[config.mk]
export PLATFORM = sky130hd
export DESIGN_NAME = online_otf_converter
export DESIGN_NICKNAME = d
export VERILOG_FILES = /design/src/rtl/rbr_pkg.sv /design/src/rtl/otf_append_cell.sv /design/src/rtl/online_otf_converter.sv
export SDC_FILE = /design/constraint.sdc
export NUM_CORES = 1
export LEC_CHECK = 0
export ABC_AREA = 1
export CAP_MARGIN = 20
export CORE_UTILIZATION = 40
export CTS_BUF_LIST = sky130_fd_sc_hd__clkbuf_16
export DETAILED_ROUTE_END_ITERATION = 12
export GPL_ROUTABILITY_DRIVEN = 0
export GPL_TIMING_DRIVEN = 0
export PLACE_DENSITY = 0.6
export SYNTH_ARGS = -nofsm -noshare
export SYNTH_HDL_FRONTEND = slang
export SYNTH_SLANG_ARGS = --single-unit
[constraint.sdc]
create_clock -name clk -period 1.68 [get_ports clk]
set_input_delay 0.42 -clock clk [delete_from_list [all_inputs] [get_ports clk]]
set_output_delay 0.42 -clock clk [all_outputs]
set_load 0.05 [all_outputs]
[src/rtl/rbr_pkg.sv]
// rbr_pkg: shared types for the redundant-binary (radix-2 signed-digit) datapath.
//   signed_digit  : one MSDF quotient digit encoded as {plus, minus}
//   otf_state_t   : state encoding of the on-the-fly converter
//   sd_to_int()   : decodes a signed_digit to its value -1, 0 or +1
package rbr_pkg;

  typedef struct packed {
    logic plus;
    logic minus;
  } signed_digit;

  typedef enum logic [1:0] {
    IDLE  = 2'd0,
    ACCUM = 2'd1,
    DONE  = 2'd2
  } otf_state_t;

  // Both 00 and 11 mean zero; only a lone plus or a lone minus carries weight.
  function automatic logic signed [1:0] sd_to_int(input signed_digit d);
    logic signed [1:0] val;
    case ({d.plus, d.minus})
      2'b10:   val = 2'sd1;
      2'b01:   val = -2'sd1;
      default: val = 2'sd0;
    endcase
    return val;
  endfunction

endpackage

[src/rtl/otf_append_cell.sv]
// otf_append_cell: one combinational on-the-fly conversion step.
// Appends a signed digit to the Q/QM register pair (QM is always Q-1), so no
// carry propagation is ever needed.
//   q, qm            : current converted value and its predecessor
//   digit            : incoming signed digit
//   q_next, qm_next  : values after appending the digit (shifted left by one)
module otf_append_cell
  import rbr_pkg::*;
#(
  parameter int W = 13
) (
  input  logic [W-1:0] q,
  input  logic [W-1:0] qm,
  input  signed_digit  digit,
  output logic [W-1:0] q_next,
  output logic [W-1:0] qm_next
);

  logic signed [1:0] d_val;

  // A negative digit borrows from QM, a positive one turns Q into the new QM,
  // and a zero digit simply extends both.
  always_comb begin
    d_val   = sd_to_int(digit);
    q_next  = {q[W-2:0], 1'b0};
    qm_next = {qm[W-2:0], 1'b1};
    if (d_val == 2'sd1) begin
      q_next  = {q[W-2:0], 1'b1};
      qm_next = {q[W-2:0], 1'b0};
    end else if (d_val == -2'sd1) begin
      q_next  = {qm[W-2:0], 1'b1};
      qm_next = {qm[W-2:0], 1'b0};
    end
  end

endmodule

[src/rtl/online_otf_converter.sv]
// online_otf_converter: turns an MSDF radix-2 signed-digit quotient stream into
// a two's-complement fraction, one digit per accepted beat, and offers the
// finished operand through a valid/ready handshake.
//   clk, rst    : clock, synchronous active-high reset
//   in_valid    : digit beat valid
//   in_ready    : converter can accept a digit (low while a result waits)
//   in_first    : beat carries the most significant digit of an operand
//   in_digit    : signed digit {plus, minus}
//   out_valid   : out_result holds a finished operand
//   out_ready   : downstream takes the result
//   out_result  : value = out_result * 2^-N_DIGITS
//   busy        : an operand is partially converted
module online_otf_converter
  import rbr_pkg::*;
#(
  parameter int N_DIGITS = 12
) (
  input  logic                clk,
  input  logic                rst,
  input  logic                in_valid,
  output logic                in_ready,
  input  logic                in_first,
  input  signed_digit         in_digit,
  output logic                out_valid,
  input  logic                out_ready,
  output logic [N_DIGITS:0]   out_result,
  output logic                busy
);

  localparam int W     = N_DIGITS + 1;
  localparam int CNT_W = (N_DIGITS > 1) ? $clog2(N_DIGITS) : 1;
  localparam logic [CNT_W-1:0] CNT_LAST = CNT_W'(N_DIGITS - 1);
  localparam bit IS_SINGLE = (N_DIGITS == 1);

  otf_state_t state, state_next;

  logic [W-1:0]     q_reg, qm_reg;
  logic [W-1:0]     q_base, qm_base;
  logic [W-1:0]     q_next, qm_next;
  logic [CNT_W-1:0] cnt;

  logic accept, load_first, extend, last_digit, out_fire;

  assign accept     = in_valid && in_ready;
  assign load_first = accept && in_first;
  assign extend     = accept && !in_first && (state == ACCUM);
  assign last_digit = (load_first && IS_SINGLE) || (extend && (cnt == CNT_LAST));
  assign out_fire   = out_valid && out_ready;

  // A first digit (also one that aborts an operand) updates the freshly
  // loaded Q=0 / QM=-1 pair instead of the registers.
  assign q_base  = load_first ? '0 : q_reg;
  assign qm_base = load_first ? '1 : qm_reg;

  otf_append_cell #(.W(W)) u_append (
    .q       (q_base),
    .qm      (qm_base),
    .digit   (in_digit),
    .q_next  (q_next),
    .qm_next (qm_next)
  );

  // State register.
  always_ff @(posedge clk) begin
    if (rst) state <= IDLE;
    else     state <= state_next;
  end

  // Next-state logic.
  always_comb begin
    state_next = state;
    case (state)
      IDLE, ACCUM: begin
        if (last_digit)      state_next = DONE;
        else if (load_first) state_next = ACCUM;
      end
      DONE: begin
        if (out_fire) state_next = IDLE;
      end
      default: state_next = IDLE;
    endcase
  end

  // Outputs decoded from state.
  always_comb begin
    in_ready = (state != DONE);
    busy     = (state == ACCUM);
  end

  // Datapath: conversion registers, digit counter and result holding.
  always_ff @(posedge clk) begin
    if (rst) begin
      q_reg      <= '0;
      qm_reg     <= '1;
      cnt        <= '0;
      out_valid  <= 1'b0;
      out_result <= '0;
    end else begin
      if (load_first || extend) begin
        q_reg  <= q_next;
        qm_reg <= qm_next;
      end
      if (last_digit)      cnt <= '0;
      else if (load_first) cnt <= CNT_W'(1);
      else if (extend)     cnt <= cnt + CNT_W'(1);
      if (last_digit) begin
        out_result <= q_next;
        out_valid  <= 1'b1;
      end else if (out_fire) begin
        out_valid <= 1'b0;
      end
    end
  end

endmodule

* Yosys cells after proc, flatten, opt, wreduce, memory -nomap -nowiden
Index checks and enable logic that the tools add are counted.
** Cells by class
- Add/subtract/negate cells :: 1
- Multiply operators :: 0
- Divide/modulo/power cells :: 0
- Magnitude comparators :: 0
- Equal/unequal tests :: 10
- Shift operators :: 0
- Muxes and demuxes :: 15
- Bitwise gates (word level) :: 0
- Reductions and logical operators :: 15
** Operators with widths (number)
- $mux W12 :: 3
- $mux W13 :: 2
- $pmux W2 S2 :: 2
- $eq A2 B1 Y1 const B :: 3
- $eq A2 B2 Y1 const B :: 3
- $logic_and A1 B1 Y1 :: 6
- $mux W2 :: 3
- $mux W1 :: 5
- $add A4 B1 Y4 const B :: 1
- $eq A4 B4 Y1 const B :: 1
- $ne A2 B2 Y1 const B :: 2
- $reduce_bool A2 Y1 :: 2
- $reduce_or A2 Y1 :: 2
- $ne A3 B3 Y1 const B :: 1
- $reduce_or A3 Y1 :: 1
- $logic_not A2 Y1 :: 1
- $reduce_and A2 Y1 :: 1
- $logic_not A1 Y1 :: 1
- $logic_or A1 B1 Y1 :: 1
** Word-level totals
- Register bits after elaboration :: 44
- Latch bits :: 0
- Memory bits (writable) :: 0
- ROM bits :: 0
- Input port bits :: 7
- Output and inout bits :: 16
- Word-level logic and storage cells :: 48
- Memories kept :: 0

* Longest topological paths before layout
Gate-level depths: netlist of the first run.
- Depth in word-level cells :: 7
- Mapped depth :: 10
- Depth with buffers taken out :: 9

* By module
A second synthesis of the first run with hierarchy kept.
** Second synthesis, totals
- Cell total of the unflattened synthesis :: 389
- Area, all modules :: 2591.2 µm²
** By module, submodules not included
- online_otf_converter :: instances 1, cells each 304, area each 2232.1 µm², sequential area each 920.9 µm²
- otf_append_cell :: instances 1, cells each 85, area each 359.1 µm², sequential area each 0.0 µm²

* Worst setup path before layout of the first run
OpenSTA, ideal clock, no wires.
- Kind :: register to register
- From :: reg state[0]
- To :: reg out_result[2]
- Library setup time :: 0.109 ns
- Arrival time :: 1.556 ns
- Required time :: 1.571 ns
- Path slack :: 0.016 ns
- Cell stages (with the launch flop) :: 10
- Path buffers :: 2
- Period minus slack after synthesis :: 1.664 ns
- Cells stage by stage :: dfxtp_1 > inv_1 > nor2_2 > nand2_2 > nor2_4 > buf_6 > buf_8 > nand3_1 > nand2_1 > inv_1
** Between the ends
- Elaborated cells between the ends (all ways) :: 11
- Those cells by class :: eq/ne (2); mux (4); reduce/logical (5)
** RTL lines
- start: declaration :: line online_otf_converter.sv:35 : otf_state_t state, state_next;
- start signal: assignment :: line online_otf_converter.sv:66 : else state <= state_next;
- $eq A2 B1 Y1
- named net busy :: line online_otf_converter.sv:27 : output logic busy
- $logic_and A1 B1 Y1 :: line online_otf_converter.sv:46 : assign extend = accept && !in_first && (state == ACCUM);
- $logic_and A1 B1 Y1 :: line online_otf_converter.sv:47 : assign last_digit = (load_first && IS_SINGLE) || (extend && (cnt == CNT_LAST));
- end signal: assignment :: line online_otf_converter.sv:107 : out_result <= q_next;
- end: declaration :: line online_otf_converter.sv:26 : output logic [N_DIGITS:0] out_result,
The timed path passes the listed nets, and every way through them passes these cells.
A chain may end at the register's enable or synchronous reset.

* Final worst setup path of the first run
- From :: reg state[0]
- To :: out busy
** Between the ends
- Cells in the longest elaborated chain, start to end :: 1
** RTL lines
- $eq A2 B1 Y1 :: line online_otf_converter.sv:87 : busy = (state == ACCUM);
- end: declaration :: line online_otf_converter.sv:27
No other way between the ends.

==> results.json, run 1 <==
{
  "status": "completed",
  "die_area_um2": 6012,
  "synthArstFlopShare_pct": 0,
  "antenna_found_initial": 0,
  "io-pin-count": 23,
  "drv_slew": 0,
  "drtIter0Drc": 125,
  "vias": 2142,
  "largest_register_ffs": 13,
  "hold_class": "reg -> reg",
  "stdcell_count": 454,
  "worstPathArrival_ns": 1.19,
  "p_per_area_nw_per_um2": 903.7,
  "gr-usage-met1_pct": 24.76,
  "syn2layout_area_growth_pct": 23.96,
  "p_comb_share_pct": 12.8,
  "crit_fanout": 2,
  "timing.slew.headroom_pct": 66.69,
  "p_total_w": 0.002557,
  "synth_common_cells": "nand2_1 (95), inv_1 (70), dfxtp_1 (44)",
  "grt_busiest_layer": "met2",
  "fp.dieH_um": 77.54,
  "clk_path_buf_depth": 2,
  "drc": 0,
  "worstMarginPinSlew_ns": 0.5016,
  "crit_type": "reg -> out",
  "reg2regPathDepth": 8,
  "syn-mean-instance-area_um2": 6.521,
  "clkTransAtPathRegs_ns": 0.06,
  "mappedNetlistArea_um2": 2282,
  "grt_pass1_wl_mm": 9.846,
  "place_inst": 444,
  "clock_tree.root_cell": "clkbuf_16",
  "rows": 27,
  "finalClockSkew_ns": 0.006063,
  "rsz0062_at_grt": "yes",
  "cts.htree.levels": 2,
  "grt_pass1_vias": 2183,
  "synth_top_area_share_pct": 38.60,
  "finalCriticalPeriod_ns": 1.613,
  "endpoint_kind": "output port",
  "holdBufCountCts": 0,
  "worstSkewPairLatency_ns": 0.29,
  "cts_sinks": 44,
  "io_buffers": 22,
  "post-synth-top-count-cell": "nand2_1",
  "fin_util_pct": 51.37,
  "hold_viol": 0,
  "leakage_nw": 1.550,
  "reg2reg_slack_ns": 0.26,
  "synth-seq-cells": 44,
  "tritoncts": "built",
  "worst_setup_path_start_kind": "register",
  "die_x_um": 77.54,
  "diodes": 0,
  "track_usage_pct": 20.74,
  "start_util_pct": 41.45,
  "dp_hpwl_mm": 4.007,
  "routed_via_density": 4.718,
  "startpoint": "state[0]",
  "setup_viol": 0,
  "overflow": 0,
  "setup_tns_ns": 0,
  "swShare_pct": 25.03,
  "grt_start_max_net_pins": 15,
  "endpoint": "busy",
  "whs_ns": 0.4747,
  "p_sw_w": 0.0006399,
  "routed_wl_mm": 5.567,
  "syn-num-nets": 360,
  "synth-edff-count": 0,
  "drive_gt1_share_pct": 10.99,
  "synthCells": 350,
  "fin_nets": 391,
  "vdd_ir_drop_max_mv": 0.5882,
  "synth_cell_type_count": 21,
  "filler_cell_count": 574,
  "p_int_w": 0.001917,
  "grt_use_met3_pct": 3.765,
  "crit_required_ns": 1.26,
  "wl_per_cell_um": 12.26,
  "ys.flop_type": "dfxtp_1",
  "pwr-share-clk_pct": 43.4,
  "fin_crit_sh_pct": 96.01,
  "hold_depth": 2,
  "ant_nets": 0,
  "dr.pass1.iters": 4,
  "yosysWarnings": 0,
  "reg2reg_to": "out_result[5]",
  "fmax_ghz": 0.6200,
  "cap_violations": 0,
  "timing.rr.start": "cnt[0]",
  "pwr-share-seq_pct": 43.9,
  "met2_usage_pct": 36.90,
  "cts_made_buffers": 5,
  "yosysTopAreaCell": "dfxtp_1",
  "ys_seq_area_share_pct": 38.60,
  "netlist_top_cells_area": "dfxtp_1 (39%), nand2_1 (16%), inv_1 (12%)",
  "core-area_um2": 5507
}
[cell type report]
type                            count  area [µm²]  area share (%)
Buffer                             19       161.4           5.705
Clock buffer                        5       125.1           4.423
Clock inverter                      3       42.54           1.504
Inverter                           70       262.8           9.288
Multi-Input combinational cell    217        1031           36.44
Sequential cell                    44       880.8           31.14
Tap cell                           72       90.09           3.184
Timing Repair Buffer               24       235.2           8.315
[worst min-delay path by stage]
| stage | slack (ns) | end | start |
|---|---|---|---|
| after floorplan | 0.44 | state[0] | state[1] |
| after global placement | 0.46 | state[0] | state[1] |
| after detailed placement | 0.47 | state[0] | state[1] |
| after CTS | 0.48 | state[0] | state[1] |
| after global routing | 0.50 | out_result[0] | out_result[0] |
| final | 0.47 | out_result[0] | out_result[0] |
[worst max-delay path, cell delays in order (launching register included)]
cell	delay, ns
dfxtp_1	0.33
inv_1	0.06
nor2_2	0.13
clkdlybuf4s15_2	0.39
[metal layers]
layer  up-vias  wire length (µm)
met3         9               213
met2        40              2686
met5         -                 0
li1       1128                 -
met1       965              2586
met4         0                81
[placed cells by master (no fill, tap or decap), types with 5 or more instances in the layout]
cell	netlist	final
a21oi_1	6	6
buf_6	6	7
clkbuf_16	0	5
clkdlybuf4s50_1	0	5
dfxtp_1	44	44
dlygate4sd2_1	0	14
inv_1	70	67
nand2_1	95	94
nand3_1	40	36
nor2_1	30	30
o211ai_1	11	11
o21ai_0	24	24
[repair_timing]
action / in CTS / in global routing
setup endpoints to repair: 52 / 35
resized for setup: 28 / 10
buffers inserted: 0 / 2
pin swaps: 0 / 1
[power by group through the flow]
stage	Combinational, W	Sequential, W	Clock (W)
finish	0.000327	0.00112	0.00111
global route	0.000376	0.00112	0.00117
CTS	0.000320	0.00112	0.00113
detailed placement	0.000312	0.00114	0
global placement	0.000309	0.00114	0
floorplan	0.000232	0.00113	0
[logic make-up after synthesis]
group,after synthesis,synth area share (%)
AOI/OAI and AO/OA,42,10.53
adders and majority gates,3,1.645
buffers and inverters,89,17.76
DFF,44,38.60
and+or+nand+nor,172,31.47
[per-stage QoR]
step / cell area [µm²] / setup WS [ns]
6_report: 2829 / 0.06698
3_3_place_gp: 2592 / -0.5551
3_5_place_dp: 2592 / -0.5483
2_1_floorplan: 2282 / 0.01558
5_1_grt: 2829 / -0.003229
4_1_cts: 2763 / 0.009171
(Power assumes the default switching activity.)
==> run 2, diff against run 1 <==
--- a/config.mk
+++ b/config.mk
@@ -7,12 +7,12 @@
 export LEC_CHECK = 0
 export ABC_AREA = 1
 export CAP_MARGIN = 20
-export CORE_UTILIZATION = 40
+export CORE_UTILIZATION = 35
 export CTS_BUF_LIST = sky130_fd_sc_hd__clkbuf_16
 export DETAILED_ROUTE_END_ITERATION = 12
 export GPL_ROUTABILITY_DRIVEN = 0
 export GPL_TIMING_DRIVEN = 0
-export PLACE_DENSITY = 0.6
+export PLACE_DENSITY = 0.54
 export SYNTH_ARGS = -nofsm -noshare
 export SYNTH_HDL_FRONTEND = slang
 export SYNTH_SLANG_ARGS = --single-unit
==> run 2 against run 1 <==
Against the previous run:
- sequential power hardly changed
- worst setup slack improved by 0.0016 ns
- non-clock buffer count up 3
- flip-flop and latch count stayed put
- hold slack got worse by 0.0011 ns
- final area up 0.53%
- critical path depth rose by 6
- cell count is 1.5% higher
- sequential share of layout area fell by 0.16 points
- clock skew is 0.0017 ns lower
- critical path type is now in -> reg
- largest power group unchanged
==> results.json, run 2 (synthesis results as in run 1) <==
{
  "grt_pass1_vias": 1829,
  "clkTransAtPathRegs_ns": 0.06,
  "routed_via_density": 4.677,
  "drive_gt1_share_pct": 11.98,
  "pre_cts_ws_ns": -0.6833,
  "die_area_um2": 6848,
  "fin_util_pct": 45.05,
  "crit_required_ns": 1.86,
  "setup_viol": 0,
  "dr.pass1.iters": 4,
  "swShare_pct": 26.03,
  "fp.dieH_um": 82.75,
  "io_buffers": 22,
  "cts_sinks": 44,
  "antenna_found_initial": 0,
  "io-pin-count": 23,
  "worstPathArrival_ns": 1.79,
  "finalCriticalPeriod_ns": 1.611,
  "clock_tree.root_cell": "clkbuf_16",
  "diodes": 0,
  "crit_fanout": 10,
  "vdd_ir_drop_max_mv": 0.4783,
  "track_usage_pct": 18.19,
  "worstMarginPinSlew_ns": 0.5012,
  "overflow": 0,
  "finalClockSkew_ns": 0.004371,
  "fin_nets": 394,
  "fin_crit_sh_pct": 95.92,
  "endpoint_kind": "register",
  "drc": 0,
  "wl_met2_mm": 2.606,
  "cts_made_buffers": 5,
  "fmax_ghz": 0.6206,
  "core-area_um2": 6314,
  "syn2layout_area_growth_pct": 24.62,
  "largest_register_ffs": 13,
  "status": "completed",
  "place_inst": 449,
  "crit_type": "in -> reg",
  "vias": 2156,
  "final_common_cell": "nand2_1",
  "grt_start_max_net_pins": 13,
  "routed_wl_mm": 5.811,
  "p_total_w": 0.002380,
  "grt_pass1_wl_mm": 9.128,
  "final_cell_mix": "nand2_1 (93), inv_1 (67), dfxtp_1 (44)",
  "hold_class": "reg -> reg",
  "leakage_nw": 1.568,
  "drv_slew": 0,
  "worst_setup_path_start_kind": "input port",
  "tritoncts": "built",
  "p_sw_w": 0.0006195,
  "p_comb_share_pct": 14.4,
  "stdcell_count": 461,
  "die_x_um": 82.75,
  "pwr-share-clk_pct": 38.6,
  "start_util_pct": 36.15,
  "met3_length_um": 340,
  "wl_met1_mm": 2.811,
  "p_per_area_nw_per_um2": 836.8,
  "timing.slew.headroom_pct": 66.59,
  "p_int_w": 0.001760,
  "pwr-share-seq_pct": 47.1,
  "setup_slack_ns": 0.06857,
  "dp_hpwl_mm": 4.067,
  "cap_violations": 0,
  "maxUsedRoutingLayer": "met4",
  "hold_viol": 0,
  "drtIter0Drc": 111,
  "clk_path_buf_depth": 2,
  "wl_per_cell_um": 12.61,
  "whs_ns": 0.4736,
  "cts.htree.levels": 2,
  "worstSkewPairLatency_ns": 0.28,
  "rows": 29,
  "ant_nets": 0
}
-- run 2: cell type report --
cell class	count	area (µm²)
clock buffer	5	125.1
tap	77	96.34
sequential	44	880.8
multi-input combinational	217	1041
inverter	70	262.8
buffer	19	182.7
timing repair buffer	27	247.7
fill	697	3470
clock inverter	2	7.507
-- run 2: critical path: stages --
cell and delay (ns):
clkdlybuf4s50_1 0.48, inv_1 0.05, nor2_2 0.08, nand2_2 0.11
nor2_4 0.16, buf_4 0.22, nand3_1 0.14, nand2_1 0.09
inv_1 0.03
-- run 2: what timing repair did --
item | 4_1_cts | 5_1_grt
hold endpoints to repair | 0 | 0
endpoints found under the setup margin | 55 | 37
pin swaps | 0 | 4
hold buffers | 0 | 0
buffers inserted | 0 | 5
cloned | 0 | 0
resized for setup | 31 | 17
-- run 2: per-stage QoR --
stage	TNS (ns)	cell area (µm²)
after floorplan	0	2282
after global placement	-20.84	2599
after detailed placement	-20.61	2599
after CTS	-0.04422	2741
after global routing	-0.1211	2844
final	0	2844
-- run 2: routing by layer --
layer	vias up	GRT usage (%)
met3	7	3.626
met4	0	4.483
met2	52	29.34
li1	1133	-
met5	-	0
met1	964	24.67
-- run 2: power groups by stage --
stage | sequential [W] | clock (W) | combinational (W)
3_5_place_dp | 0.00114 | 0 | 0.000314
6_report | 0.00112 | 0.000918 | 0.000342
4_1_cts | 0.00112 | 0.000944 | 0.000323
5_1_grt | 0.00112 | 0.000997 | 0.000390
3_3_place_gp | 0.00114 | 0 | 0.000312
2_1_floorplan | 0.00113 | 0 | 0.000232
-- run 2: worst paths after layout --
path,end,slack (ns),cells after the start,start
setup reg to reg,out_result[11],0.24,7,cnt[0]
hold / removal,state[0],0.47,1,state[1]
setup / recovery,out_result[11],0.07,9,in_valid
hold reg to reg,state[0],0.47,1,state[1]
==> run 3, diff against run 2 <==
--- a/config.mk
+++ b/config.mk
@@ -6,6 +6,7 @@
 export NUM_CORES = 1
 export LEC_CHECK = 0
 export ABC_AREA = 1
+export ABC_CLOCK_PERIOD_IN_PS = 1680
 export CAP_MARGIN = 20
 export CORE_UTILIZATION = 35
 export CTS_BUF_LIST = sky130_fd_sc_hd__clkbuf_16
==> results of run 3 <==
No change in the layout: final DEF, timing and power equal those of run 2.
